## src/rtl/mc_ctrl_seq.sv

```systemverilog
// mc_ctrl_seq: multicycle control sequencer for the 32-bit MIPS datapath.
// Steps each instruction through FETCH/DECODE/EXEC/MEM/WB and handshakes with
// a variable-latency memory through mem_ready.
//
// Ports:
//   clk, reset        rising-edge clock, synchronous active-high reset
//   run               enable, sampled in IDLE and at instruction boundaries
//   opcode            instruction register bits [31:26]
//   zero              ALU zero flag (branch qualification)
//   mem_ready         memory completes the current access this cycle
//   pc_en .. alu_op   datapath control (Moore decode of state; ir_write,
//                     pc_en and the memory strobes also depend on zero/mem_ready)
//   busy              high in every state except IDLE and TRAP
//   illegal_op        sticky, unsupported opcode decoded
//   mem_err           sticky, memory access timed out
//   state_dbg         current state encoding
//
// Optional feature (macro MC_CTRL_PERF_EN): adds retired[31:0] and
// stall_cyc[31:0] performance counters. Undefined by default.
//
// Outputs are combinational decodes of the state register so that the
// mem_ready/zero-qualified strobes take effect in the same cycle.
module mc_ctrl_seq #(
    parameter int unsigned MEM_TIMEOUT = 255,
    parameter int unsigned STATE_W     = 4
) (
    input  logic               clk,
    input  logic               reset,
    input  logic               run,
    input  logic [5:0]         opcode,
    input  logic               zero,
    input  logic               mem_ready,
    output logic               pc_en,
    output logic [1:0]         pc_src,
    output logic               iord,
    output logic               mem_read,
    output logic               mem_write,
    output logic               ir_write,
    output logic               reg_dst,
    output logic               mem_to_reg,
    output logic               reg_write,
    output logic               alu_src_a,
    output logic [1:0]         alu_src_b,
    output logic [1:0]         alu_op,
    output logic               busy,
    output logic               illegal_op,
    output logic               mem_err,
    output logic [STATE_W-1:0] state_dbg
`ifdef MC_CTRL_PERF_EN
    ,
    output logic [31:0]        retired,
    output logic [31:0]        stall_cyc
`endif
);

    localparam int unsigned CNT_W = 8;

    localparam logic [STATE_W-1:0] S_IDLE   = STATE_W'(0);
    localparam logic [STATE_W-1:0] S_FETCH  = STATE_W'(1);
    localparam logic [STATE_W-1:0] S_DECODE = STATE_W'(2);
    localparam logic [STATE_W-1:0] S_MEMADR = STATE_W'(3);
    localparam logic [STATE_W-1:0] S_MEMRD  = STATE_W'(4);
    localparam logic [STATE_W-1:0] S_MEMWB  = STATE_W'(5);
    localparam logic [STATE_W-1:0] S_MEMWR  = STATE_W'(6);
    localparam logic [STATE_W-1:0] S_REXEC  = STATE_W'(7);
    localparam logic [STATE_W-1:0] S_RWB    = STATE_W'(8);
    localparam logic [STATE_W-1:0] S_BRANCH = STATE_W'(9);
    localparam logic [STATE_W-1:0] S_JUMP   = STATE_W'(10);
    localparam logic [STATE_W-1:0] S_IEXEC  = STATE_W'(11);
    localparam logic [STATE_W-1:0] S_IWB    = STATE_W'(12);
    localparam logic [STATE_W-1:0] S_TRAP   = STATE_W'(15);

    localparam logic [5:0] OP_RTYPE = 6'h00;
    localparam logic [5:0] OP_J     = 6'h02;
    localparam logic [5:0] OP_BEQ   = 6'h04;
    localparam logic [5:0] OP_ADDI  = 6'h08;
    localparam logic [5:0] OP_LW    = 6'h23;
    localparam logic [5:0] OP_SW    = 6'h2B;

    // Count value seen in the last allowed waiting cycle.
    localparam logic [CNT_W-1:0] TO_LAST = CNT_W'(MEM_TIMEOUT - 1);

    logic [STATE_W-1:0] state;
    logic [STATE_W-1:0] nextState;
    logic [CNT_W-1:0]   waitCnt;
    logic               memWait;
    logic               timeoutHit;
    logic               setIllegal;
    logic [STATE_W-1:0] doneNext;

    // States that wait on the memory handshake.
    assign memWait    = (state == S_FETCH) || (state == S_MEMRD) || (state == S_MEMWR);
    // This waiting cycle is the last one allowed and memory is still not ready.
    assign timeoutHit = memWait && !mem_ready && (waitCnt == TO_LAST);
    // Instruction boundary: run decides whether to fetch again.
    assign doneNext   = run ? S_FETCH : S_IDLE;
    assign state_dbg  = state;

    // State register.
    always_ff @(posedge clk) begin
        if (reset) begin
            state <= S_IDLE;
        end else begin
            state <= nextState;
        end
    end

    // Wait counter: runs while stalled, zero otherwise, so every wait state
    // is entered with a cleared count.
    always_ff @(posedge clk) begin
        if (reset) begin
            waitCnt <= '0;
        end else if (memWait && !mem_ready && !timeoutHit) begin
            waitCnt <= waitCnt + CNT_W'(1);
        end else begin
            waitCnt <= '0;
        end
    end

    // Sticky error flags.
    always_ff @(posedge clk) begin
        if (reset) begin
            illegal_op <= 1'b0;
            mem_err    <= 1'b0;
        end else begin
            if (setIllegal) illegal_op <= 1'b1;
            if (timeoutHit) mem_err    <= 1'b1;
        end
    end

    // Next state and control decode. While reset is high every output is
    // held at zero so an abandoned instruction emits no further strobes.
    always_comb begin
        nextState  = state;
        setIllegal = 1'b0;
        pc_en      = 1'b0;
        pc_src     = 2'b00;
        iord       = 1'b0;
        mem_read   = 1'b0;
        mem_write  = 1'b0;
        ir_write   = 1'b0;
        reg_dst    = 1'b0;
        mem_to_reg = 1'b0;
        reg_write  = 1'b0;
        alu_src_a  = 1'b0;
        alu_src_b  = 2'b00;
        alu_op     = 2'b00;
        busy       = 1'b0;

        if (!reset) begin
            busy = (state != S_IDLE) && (state != S_TRAP);
            case (state)
                S_IDLE: begin
                    if (run) nextState = S_FETCH;
                end
                S_FETCH: begin
                    alu_src_b = 2'b01;
                    if (timeoutHit) begin
                        nextState = S_TRAP;
                    end else begin
                        mem_read = 1'b1;
                        ir_write = mem_ready;
                        pc_en    = mem_ready;
                        if (mem_ready) nextState = S_DECODE;
                    end
                end
                S_DECODE: begin
                    alu_src_b = 2'b11;
                    case (opcode)
                        OP_LW, OP_SW: nextState = S_MEMADR;
                        OP_RTYPE:     nextState = S_REXEC;
                        OP_BEQ:       nextState = S_BRANCH;
                        OP_J:         nextState = S_JUMP;
                        OP_ADDI:      nextState = S_IEXEC;
                        default: begin
                            nextState  = S_TRAP;
                            setIllegal = 1'b1;
                        end
                    endcase
                end
                S_MEMADR: begin
                    alu_src_a = 1'b1;
                    alu_src_b = 2'b10;
                    nextState = (opcode == OP_SW) ? S_MEMWR : S_MEMRD;
                end
                S_MEMRD: begin
                    iord = 1'b1;
                    if (timeoutHit) begin
                        nextState = S_TRAP;
                    end else begin
                        mem_read = 1'b1;
                        if (mem_ready) nextState = S_MEMWB;
                    end
                end
                S_MEMWB: begin
                    reg_write  = 1'b1;
                    mem_to_reg = 1'b1;
                    nextState  = doneNext;
                end
                S_MEMWR: begin
                    iord = 1'b1;
                    if (timeoutHit) begin
                        nextState = S_TRAP;
                    end else begin
                        mem_write = 1'b1;
                        if (mem_ready) nextState = doneNext;
                    end
                end
                S_REXEC: begin
                    alu_src_a = 1'b1;
                    alu_op    = 2'b10;
                    nextState = S_RWB;
                end
                S_RWB: begin
                    reg_write = 1'b1;
                    reg_dst   = 1'b1;
                    nextState = doneNext;
                end
                S_BRANCH: begin
                    alu_src_a = 1'b1;
                    alu_op    = 2'b01;
                    pc_src    = 2'b01;
                    pc_en     = zero;
                    nextState = doneNext;
                end
                S_JUMP: begin
                    pc_src    = 2'b10;
                    pc_en     = 1'b1;
                    nextState = doneNext;
                end
                S_IEXEC: begin
                    alu_src_a = 1'b1;
                    alu_src_b = 2'b10;
                    nextState = S_IWB;
                end
                S_IWB: begin
                    reg_write = 1'b1;
                    nextState = doneNext;
                end
                S_TRAP: begin
                    nextState = S_TRAP;
                end
                default: begin
                    // Unused encodings recover to IDLE.
                    nextState = S_IDLE;
                end
            endcase
        end
    end

`ifdef MC_CTRL_PERF_EN
    logic retireNow;

    // Final cycle of a completed instruction.
    assign retireNow = (state == S_MEMWB) || (state == S_RWB) || (state == S_BRANCH) ||
                       (state == S_JUMP)  || (state == S_IWB) ||
                       ((state == S_MEMWR) && mem_ready);

    // Retired-instruction and memory-stall counters, wrapping modulo 2^32.
    always_ff @(posedge clk) begin
        if (reset) begin
            retired   <= '0;
            stall_cyc <= '0;
        end else begin
            if (retireNow)            retired   <= retired + 32'd1;
            if (memWait && !mem_ready) stall_cyc <= stall_cyc + 32'd1;
        end
    end
`else
    // Performance counters not built.
`endif

endmodule

```

## config.mk

```make
export PLATFORM = sky130hd
export DESIGN_NAME = mc_ctrl_seq
export DESIGN_NICKNAME = d
export VERILOG_FILES = /design/src/rtl/mc_ctrl_seq.sv
export SDC_FILE = /design/constraint.sdc
export NUM_CORES = 1
export LEC_CHECK = 0
export ABC_AREA = 1
export BUFFER_PORTS_ARGS = -buffer_cell sky130_fd_sc_hd__buf_2
export CORE_MARGIN = 2
export CORE_UTILIZATION = 48
export DETAILED_ROUTE_END_ITERATION = 8
export GPL_TIMING_DRIVEN = 0
export PLACE_DENSITY = 0.75
export SETUP_SLACK_MARGIN = 0.02
export SYNTH_ARGS = -nofsm -noshare
export SYNTH_HDL_FRONTEND = slang
export SYNTH_SLANG_ARGS = --single-unit
```

## constraint.sdc

```tcl
create_clock -name clk -period 1.5 [get_ports clk]
set_input_delay 0.15 -clock clk [delete_from_list [all_inputs] [get_ports clk]]
set_output_delay 0.15 -clock clk [all_outputs]
set_load 0.01 [all_outputs]
```

==> summary.md, run 1 <==
| Metric | Value |
|---|---|
| Status | finished, violations left |
| Failing checks | design-rule violations, negative setup slack |
| Vias in the first global route | 1158 |
| Avg WL per Cell | 13.15 µm |
| Synth async-reset ratio | 0% |
| DRC viols | 1 |
| Die ar. | 2713 µm² |
| Post-synth top area cell | dfxtp_1 |
| Crit path max fanout | 5 |
| H-tree levels | 1 |
| Total iterations of the first detailed-routing run | 6 |
| Largest net degree at the start of global routing | 11 |
| Initial Util | 50.66% |
| Share of cells above drive strength 1 | 48.64% |
| CP delay by family, top | simple AND/OR/NAND/NOR gates |
| Post-synth cell types | 32 |
| Most frequent cells after synthesis | nand2_1 (42), nor2_1 (27), inv_1 (24) |
| Final hold slack | 0.09334 ns |
| Placed cells | 230 |
| Syn Nets | 184 |
| Routed Antenna Nets | 0 |
| Skew-Pair Late Insertion Delay | 0.28 ns |
| Core Region | 2191 µm² |
| Die width | 52.09 µm |
| Synth area leaders | dfxtp_1 (25%), nand2_1 (14%), nor2_1 (9.1%) |
| Worst path cell trace | inv_6 > nor2_4 > nand2_1 > nor2_2 > a211o_1 > buf_2 |
| Total number of vias | 1317 |
| Most common cell in the netlist | nand2_1 |
| Placer Congestion | 0.8812 |
| Worst Tran Pin Value | 0.5712 ns |
| Setup WS post-layout | -0.1149 ns |
| Crit path kind | register to primary output |
| Max transition margin | 61.92% |
| Worst VDD drop | 910.7 µV |
| Num CTS Buffers | 3 |
| Fillcell total | 176 |
| Area Overhead vs Synth | 47.46% |
| Average vias per placed instance | 5.310 |
| Wire length of the first global-routing pass | 5112 µm |
| PwrDens | 1280 nW/µm² |
| P_leak | 0.8086 nW |
| Number of synthesized flops with an enable pin | 0 |
| RSZ-0062 raised after global routing | yes |
| Slowest CP cell | dfxtp_4 |
| Clk slew on worst S/H paths | 0.09 ns |
| Tmin final | 1.615 ns |
| Mapped Area | 1110 µm² |
| Clock Path Buffers | 2 |
| Cell Rows | 17 |
| Hold Path Class | input pin to register |
| Req. time, crit path | 1.35 ns |
| I/O pin count | 33 |
| I/O Buffers | 31 |
| Final wirelength | 3262 µm |
| # setup viols final | 9 |
| Syn_area_per_cell | 6.490 µm² |
| Total power | 2.094 mW |
| Height of the chip | 52.09 µm |
| DP HPWL | 2189 µm |
| Final net count | 235 |
| Drt first-iter violations | 18 |
| Top_reg_cell synth | dfxtp_1 |
| Clock sinks | 14 |
| Global route overflow | 0 |
| Slew Viols, Final | 0 |
| CTS root buf | clkbuf_4 |
| Final Hold Viols | 0 |
| Cell count after synthesis | 171 |
| Critical Path Sink Type | primary output |
| Max incr delay on CP | 0.41 ns |
| Buf/Inv on CP | 2 |
| CP Launch Type | register |
| # diodes | 0 |
| Worst Path Arrival | 1.46 ns |
| Max Fclk | 619.3 MHz |
| Register bit total from synthesis | 14 |
| Max cap viols | 0 |
| Initial antenna violation count | 0 |
| Share of the synthesized area in the top cell type | 25.25% |
| CTS tree | done |
| Syn. warnings | 0 |
| GRT Util Overall | 25.63% |
| Fin crit share | 107.7% |
| Layout Cells excl Fill | 248 |
| Sequential fraction of the synthesis area | 25.25% |
| Skew final | 0.008108 ns |
registers in the layout (all words and copies together), names as in the netlist:
register / flops
illegal_op: 1
mem_err: 1
state_dbg: 4
waitCnt: 8
power by group:
part | total, mW | internal (mW) | switching, mW
Clock | 0.212 | 0.0929 | 0.119
Combinational | 1.33 | 0.551 | 0.780
Sequential | 0.551 | 0.438 | 0.113
through the flow:
step	area [µm²]	util (%)	setup TNS, ns	setup WS [ns]
final	1637	74.70	-0.4601	-0.1149
after floorplan	1110	-	0	0.02948
after detailed placement	1300	59.34	-0.1443	-0.05245
after CTS	1572	71.73	-0.1554	-0.02789
after global routing	1637	74.70	-1.231	-0.1625
after global placement	1300	59.34	-0.09646	-0.04828
metal layers:
layer	share of wire (%)	vias to the layer above	track usage (%)
li1	-	651	-
met1	39	609	28.80
met2	53	45	47.26
met3	4.6	12	4.310
met4	3.7	0	10.09
met5	0	-	0
cells by family (layout without fill, tap and decap cells):
logic type	after synthesis	in the layout	share of synthesized area [%]
AOI/OAI and AO/OA	18	18	11.16
buffers and inverters	30	79	11.50
adders and majority gates	2	2	2.254
xor gates and xnor gates	3	3	2.368
and+or+nand+nor	104	104	47.46
DFF	14	14	25.25
timing repair:
action / CTS / global route
setup endpoints to repair: 17 / 22
hold buffers: 0 / 0
setup buffers: 13 / 3
resized for setup: 42 / 18
pin swaps: 10 / 9
final cells by class:
type,instances,area (µm²),area share (%)
inverters,27,111.4,6.804
plain buffers,2,15.01,0.9174
well taps,28,35.03,2.141
multi-input cells,127,857.1,52.37
clock buffers,3,22.52,1.376
repair buffers,47,291.5,17.81
flip-flops and latches,14,304.0,18.58
final timing paths:
path	slack, ns	to	cells past startpoint	from
worst max register to register	-0.07	state_dbg[2]	11	state_dbg[0]
worst min register to register	0.46	mem_err	2	mem_err
worst min-delay path	0.09	state_dbg[1]	2	reset
worst max-delay path	-0.11	pc_en	6	state_dbg[0]
placed cells by master, fill, tap and decap left out, types with 6 or more instances in the layout:
master / count
nor2_4: 6
inv_2: 7
nand3_1: 8
a21oi_1: 6
buf_2: 31
nand2_2: 8
nand2_1: 33
nand4_1: 6
buf_4: 14
nor2_1: 22
inv_1: 18
Note: power is estimated with default switching activity, not from simulation.
==> run 2: changes to the inputs <==
CORE_ASPECT_RATIO = 0.5   (was not set)
CORE_UTILIZATION = 39   (was 48)
MAX_ROUTING_LAYER = met4   (was not set)
PLACE_DENSITY = not set   (was 0.75)
clock period = 2 ns   (was 1.5 ns; I/O delays follow)
==> run 2 against run 1 <==
  * Largest power group unchanged
  * Wire length is 17% lower
  * Die area grew 22%
  * Worst hold slack improved by 0.072 ns
  * The run now ends clean
  * Highest routed layer unchanged
  * Sequential share of layout area grew 1.9 points
==> summary.md, run 2 (synthesis gave the netlist of run 1 again) <==
| Metric | Value |
|---|---|
| # diodes | 0 |
| Die width | 79.44 µm |
| Worst Reg-to-Reg Cells | 9 |
| Max transition margin | 62.82% |
| Total power | 1.355 mW |
| Height of the chip | 41.72 µm |
| Crit path kind | register to primary output |
| Area Overhead vs Synth | 23.34% |
| Hold buffer count at cts | 0 |
| Hold Path Class | input pin to register |
| Core Region | 2651 µm² |
| Post-CTS sizing | 0 |
| Vias in the first global route | 1011 |
| Skew final | 0.001488 ns |
| Max cap viols | 0 |
| Avg WL per Cell | 11.18 µm |
| Share of cells above drive strength 1 | 27.67% |
| H-tree levels | 1 |
| Commonest non-fill, non-tap cell in the layout | nand2_1 |
| CTS root buf | clkbuf_8 |
| I/O Buffers | 31 |
| Fillcell total | 281 |
| I/O pin count | 33 |
| Worst VDD drop | 389.5 µV |
| Average vias per placed instance | 4.959 |
| Routed Antenna Nets | 0 |
| CTS tree | done |
| Commonest non-fill, non-tap cells in the layout | nand2_1 (42), buf_2 (31), nor2_1 (26) |
| Worst Path Arrival | 1.67 ns |
| Post-CTS setup buffers | 0 |
| Critical Path Sink Type | primary output |
| P_leak | 0.7157 nW |
| Drt first-iter violations | 33 |
| GRT Util Overall | 17.11% |
| Req. time, crit path | 1.80 ns |
| Placed cells | 239 |
| Status | finished, final reports clean |
| Initial Util | 41.86% |
| Total number of vias | 1205 |
| Final instance area | 1369 µm² |
| Cell Rows | 13 |
| Largest net degree at the start of global routing | 11 |
| Num CTS Buffers | 3 |
| Top reg by flops | waitCnt |
| Worst Tran Pin Value | 0.5577 ns |
| Clock sinks | 14 |
| DP HPWL | 2137 µm |
| Largest register FFs | 8 |
| RSZ-0062 raised after global routing | no |
| Final Hold Viols | 0 |
| Post-DP Area | 1311 µm² |
| Wire length of the first global-routing pass | 4464 µm |
| Fin crit share | 93.49% |
| Setup slack, reg-to-reg | 0.34 ns |
| Crit path max fanout | 7 |
| Die ar. | 3314 µm² |
| Cell count of the worst hold path | 2 |
| # setup viols final | 0 |
| Global route overflow | 0 |
| Total iterations of the first detailed-routing run | 4 |
| DRC viols | 0 |
| Layout Cells excl Fill | 243 |
| Clock Path Buffers | 2 |
| Final net count | 220 |
| Clk slew on worst S/H paths | 0.06 ns |
| Final wirelength | 2717 µm |
| CP Launch Type | register |
| Placer Congestion | 0.9385 |
| Slew Viols, Final | 0 |
| Skew-Pair Late Insertion Delay | 0.24 ns |
| Initial antenna violation count | 0 |
| PwrDens | 989.7 nW/µm² |
| Setup_tns | 0 ns |
| Max Fclk | 534.8 MHz |
| Tmin final | 1.870 ns |
| Final hold slack | 0.1651 ns |
## run 2: changes by cell type in the layout (fill, tap and decap cells not counted), moves of 5 or more
| cell | change |
|---|---|
| dfxtp_1 | +9 |
| inv_1 | +6 |
| dfxtp_4 | -5 |
| nand2_1 | +9 |
| nand2_2 | -7 |
| buf_4 | -14 |
## run 2: critical path, stage by stage (launching register included)
cell	delay, ns
dfxtp_1	0.49
inv_2	0.14
nor2_4	0.14
nand2_4	0.11
nor3_1	0.27
a211o_1	0.15
buf_2	0.12
## run 2: final timing paths
| path | start | end |
|---|---|---|
| max | state_dbg[0] | pc_en |
| min | reset | state_dbg[3] |
| max reg2reg | state_dbg[0] | state_dbg[2] |
| min reg2reg | mem_err | mem_err |
## run 2: power by group
part / internal, mW / switching [mW] / total [mW]
combinational: 0.245 / 0.455 / 0.700
clock: 0.174 / 0.105 / 0.280
sequential: 0.315 / 0.0603 / 0.375
total: 0.735 / 0.620 / 1.35
## run 2: stage by stage
step           setup WS [ns]  util, %
2_1_floorplan         0.4795        -
3_3_place_gp          0.3585    49.46
3_5_place_dp          0.3691    49.46
4_1_cts               0.1072    51.53
5_1_grt              0.03646    51.63
6_report              0.1302    51.63
## run 2: layout make-up
class | instances | area [µm²] | area share [%]
multi-input cells | 127 | 704.4 | 51.46
repair buffers | 31 | 155.1 | 11.33
inverters | 27 | 101.3 | 7.404
clock buffers | 4 | 55.05 | 4.022
plain buffers | 3 | 26.28 | 1.920
flip-flops and latches | 14 | 280.3 | 20.48
well taps | 37 | 46.29 | 3.382
## run 2: metal layers
metal	global-route usage (%)	part of all wire [%]	wire length, µm	up-vias
li1	-	-	-	621
met1	23.14	50	1364	559
met2	26.89	46	1249	23
met3	4.565	3.6	97	2
met4	1.034	0.22	6	0
met5	-	0	0	-
==> run 3: changes to the inputs <==
==> constraint.sdc (replaced) <==
create_clock -name clk -period 2 [get_ports clk]
set_input_delay 0.1 -clock clk [delete_from_list [all_inputs] [get_ports clk]]
set_output_delay 0.1 -clock clk [all_outputs]
set_load 0.01 [all_outputs]
==> run 3 against run 2 <==
  * Design area is 0.18% lower
  * Final cell count stayed put
  * Critical endpoint is now alu_src_b[0]
  * Largest cell class unchanged
  * Power is 0.59% lower
  * Combinational power is 1% lower
  * Critical path type unchanged
==> summary.md, run 3 (synthesis gave the netlist of run 1 again) <==
| Metric | Value |
|---|---|
| Setup_tns | 0 ns |
| Clock power frac | 20.8% |
| Core Region | 2651 µm² |
| Buf/Inv on CP | 2 |
| Final wirelength | 2709 µm |
| DRC viols | 0 |
| Clk slew on worst S/H paths | 0.06 ns |
| Commonest non-fill, non-tap cells in the layout | nand2_1 (42), buf_2 (31), nor2_1 (27) |
| CTS root buf | clkbuf_8 |
| Fillcell total | 282 |
| Top reg by flops | waitCnt |
| RSZ-0062 raised after global routing | no |
| Critical Path Sink Type | primary output |
| Average vias per placed instance | 4.835 |
| Routed Antenna Nets | 0 |
| I/O Buffers | 31 |
| Net Switching | 613.8 µW |
| Post-CTS sizing | 0 |
| Cell Rows | 13 |
| Crit path max fanout | 8 |
| Max cap viols | 0 |
| Height of the chip | 41.72 µm |
| # diodes | 0 |
| Crit path kind | register to primary output |
| Largest net degree at the start of global routing | 11 |
| Placer Congestion | 0.9385 |
| Slowest CP cell | dfxtp_1 |
| Total number of vias | 1175 |
| Clock Path Buffers | 2 |
| Final net count | 220 |
| Worst Tran Pin Value | 0.5432 ns |
| I/O pin count | 33 |
| Status | finished, final reports clean |
| Multi-input logic area | 701.9 µm² |
| Worst path cell trace | nand2_1 > nor2_1 > inv_1 > a21oi_1 > buf_2 |
| Wire length of the first global-routing pass | 4464 µm |
| CTS tree | done |
| Num CTS Buffers | 3 |
| Worst Path Arrival | 1.68 ns |
| Tmin final | 1.783 ns |
| Vias in the first global route | 1011 |
| Die width | 79.44 µm |
| Fin crit share | 89.17% |
| Total power | 1.347 mW |
| CP Launch Type | register |
| Avg WL per Cell | 11.15 µm |
| Final Hold Viols | 0 |
| Global route overflow | 0 |
| Skew-Pair Late Insertion Delay | 0.24 ns |
| Initial antenna violation count | 0 |
| Max transition margin | 63.79% |
| Commonest non-fill, non-tap cell in the layout | nand2_1 |
| Sw Ratio | 45.57% |
| Largest register FFs | 8 |
| Hold Path Class | input pin to register |
| Clock sinks | 14 |
| GRT Util Overall | 17.11% |
| Skew final | 0.001974 ns |
| Flop pwr share | 27.8% |
| Initial Util | 41.86% |
| Share of cells above drive strength 1 | 27.18% |
| Req. time, crit path | 1.90 ns |
| Total iterations of the first detailed-routing run | 4 |
| Final hold slack | 0.06642 ns |
| Hold buffer count at cts | 0 |
| DP HPWL | 2137 µm |
| P_leak | 0.7161 nW |
| # setup viols final | 0 |
| Combinational power share | 51.4% |
| Area Overhead vs Synth | 23.11% |
| Max Fclk | 560.7 MHz |
| Drt first-iter violations | 36 |
| PwrDens | 985.7 nW/µm² |
| Die ar. | 3314 µm² |
| H-tree levels | 1 |
| Worst VDD drop | 388.1 µV |
| Max incr delay on CP | 0.53 ns |
| CP delay by family, top | flip-flops |
| Slew Viols, Final | 0 |
| Int Power | 733.0 µW |
| Seq. cell area | 280.3 µm² |
| Post-CTS setup buffers | 0 |
[run 3: cell counts in the layout (fill, tap and decap cells not counted)]
No cell type changed its count.
[run 3: final timing paths]
kind,from,endpoint,slack (ns),depth (start not counted)
worst min-delay path,reset,state_dbg[3],0.07,2
worst min register to register,mem_err,mem_err,0.45,2
worst max-delay path,state_dbg[1],alu_src_b[0],0.22,5
worst max register to register,state_dbg[0],state_dbg[2],0.36,9
[run 3: worst reg2reg max path: stages (launching register included)]
cell and delay [ns]:
dfxtp_1 0.49, inv_2 0.14, nor2_4 0.14, nand2_4 0.11
a21oi_4 0.20, nand2_1 0.10, o21ai_2 0.10, inv_1 0.09
nand2_1 0.09, a21oi_2 0.05
[run 3: metal layers]
layer	routed length (µm)	vias to the layer above	GRT usage, %	part of all wire [%]
met4	0	0	1.034	0
met5	0	-	-	0
li1	-	622	-	-
met1	1386	530	23.14	51
met3	103	0	4.565	3.8
met2	1219	23	26.89	45
[run 3: power groups by stage]
stage / Clock (mW) / Sequential (mW) / Combinational, mW
after detailed placement: 0 / 0.380 / 0.694
after floorplan: 0 / 0.380 / 0.504
after global routing: 0.303 / 0.381 / 0.779
after global placement: 0 / 0.379 / 0.697
final: 0.280 / 0.374 / 0.693
after CTS: 0.287 / 0.374 / 0.697
[run 3: final cells by class]
cell class	instances	share of cell area [%]
multi-input cells	127	51.37
flip-flops and latches	14	20.51
repair buffers	31	11.36
inverters	27	7.418
clock buffers	4	4.029
well taps	37	3.388
plain buffers	3	1.923
[run 3: metrics by stage]
stage / utilization (%) / std cells / setup WS [ns] / cell area [µm²]
floorplan: - / 171 / 0.5698 / 1110
global placement: 49.46 / 239 / 0.3585 / 1311
detailed placement: 49.46 / 239 / 0.3813 / 1311
CTS: 51.53 / 243 / 0.2072 / 1366
global route: 51.53 / 243 / 0.04813 / 1366
finish: 51.53 / 243 / 0.2166 / 1366
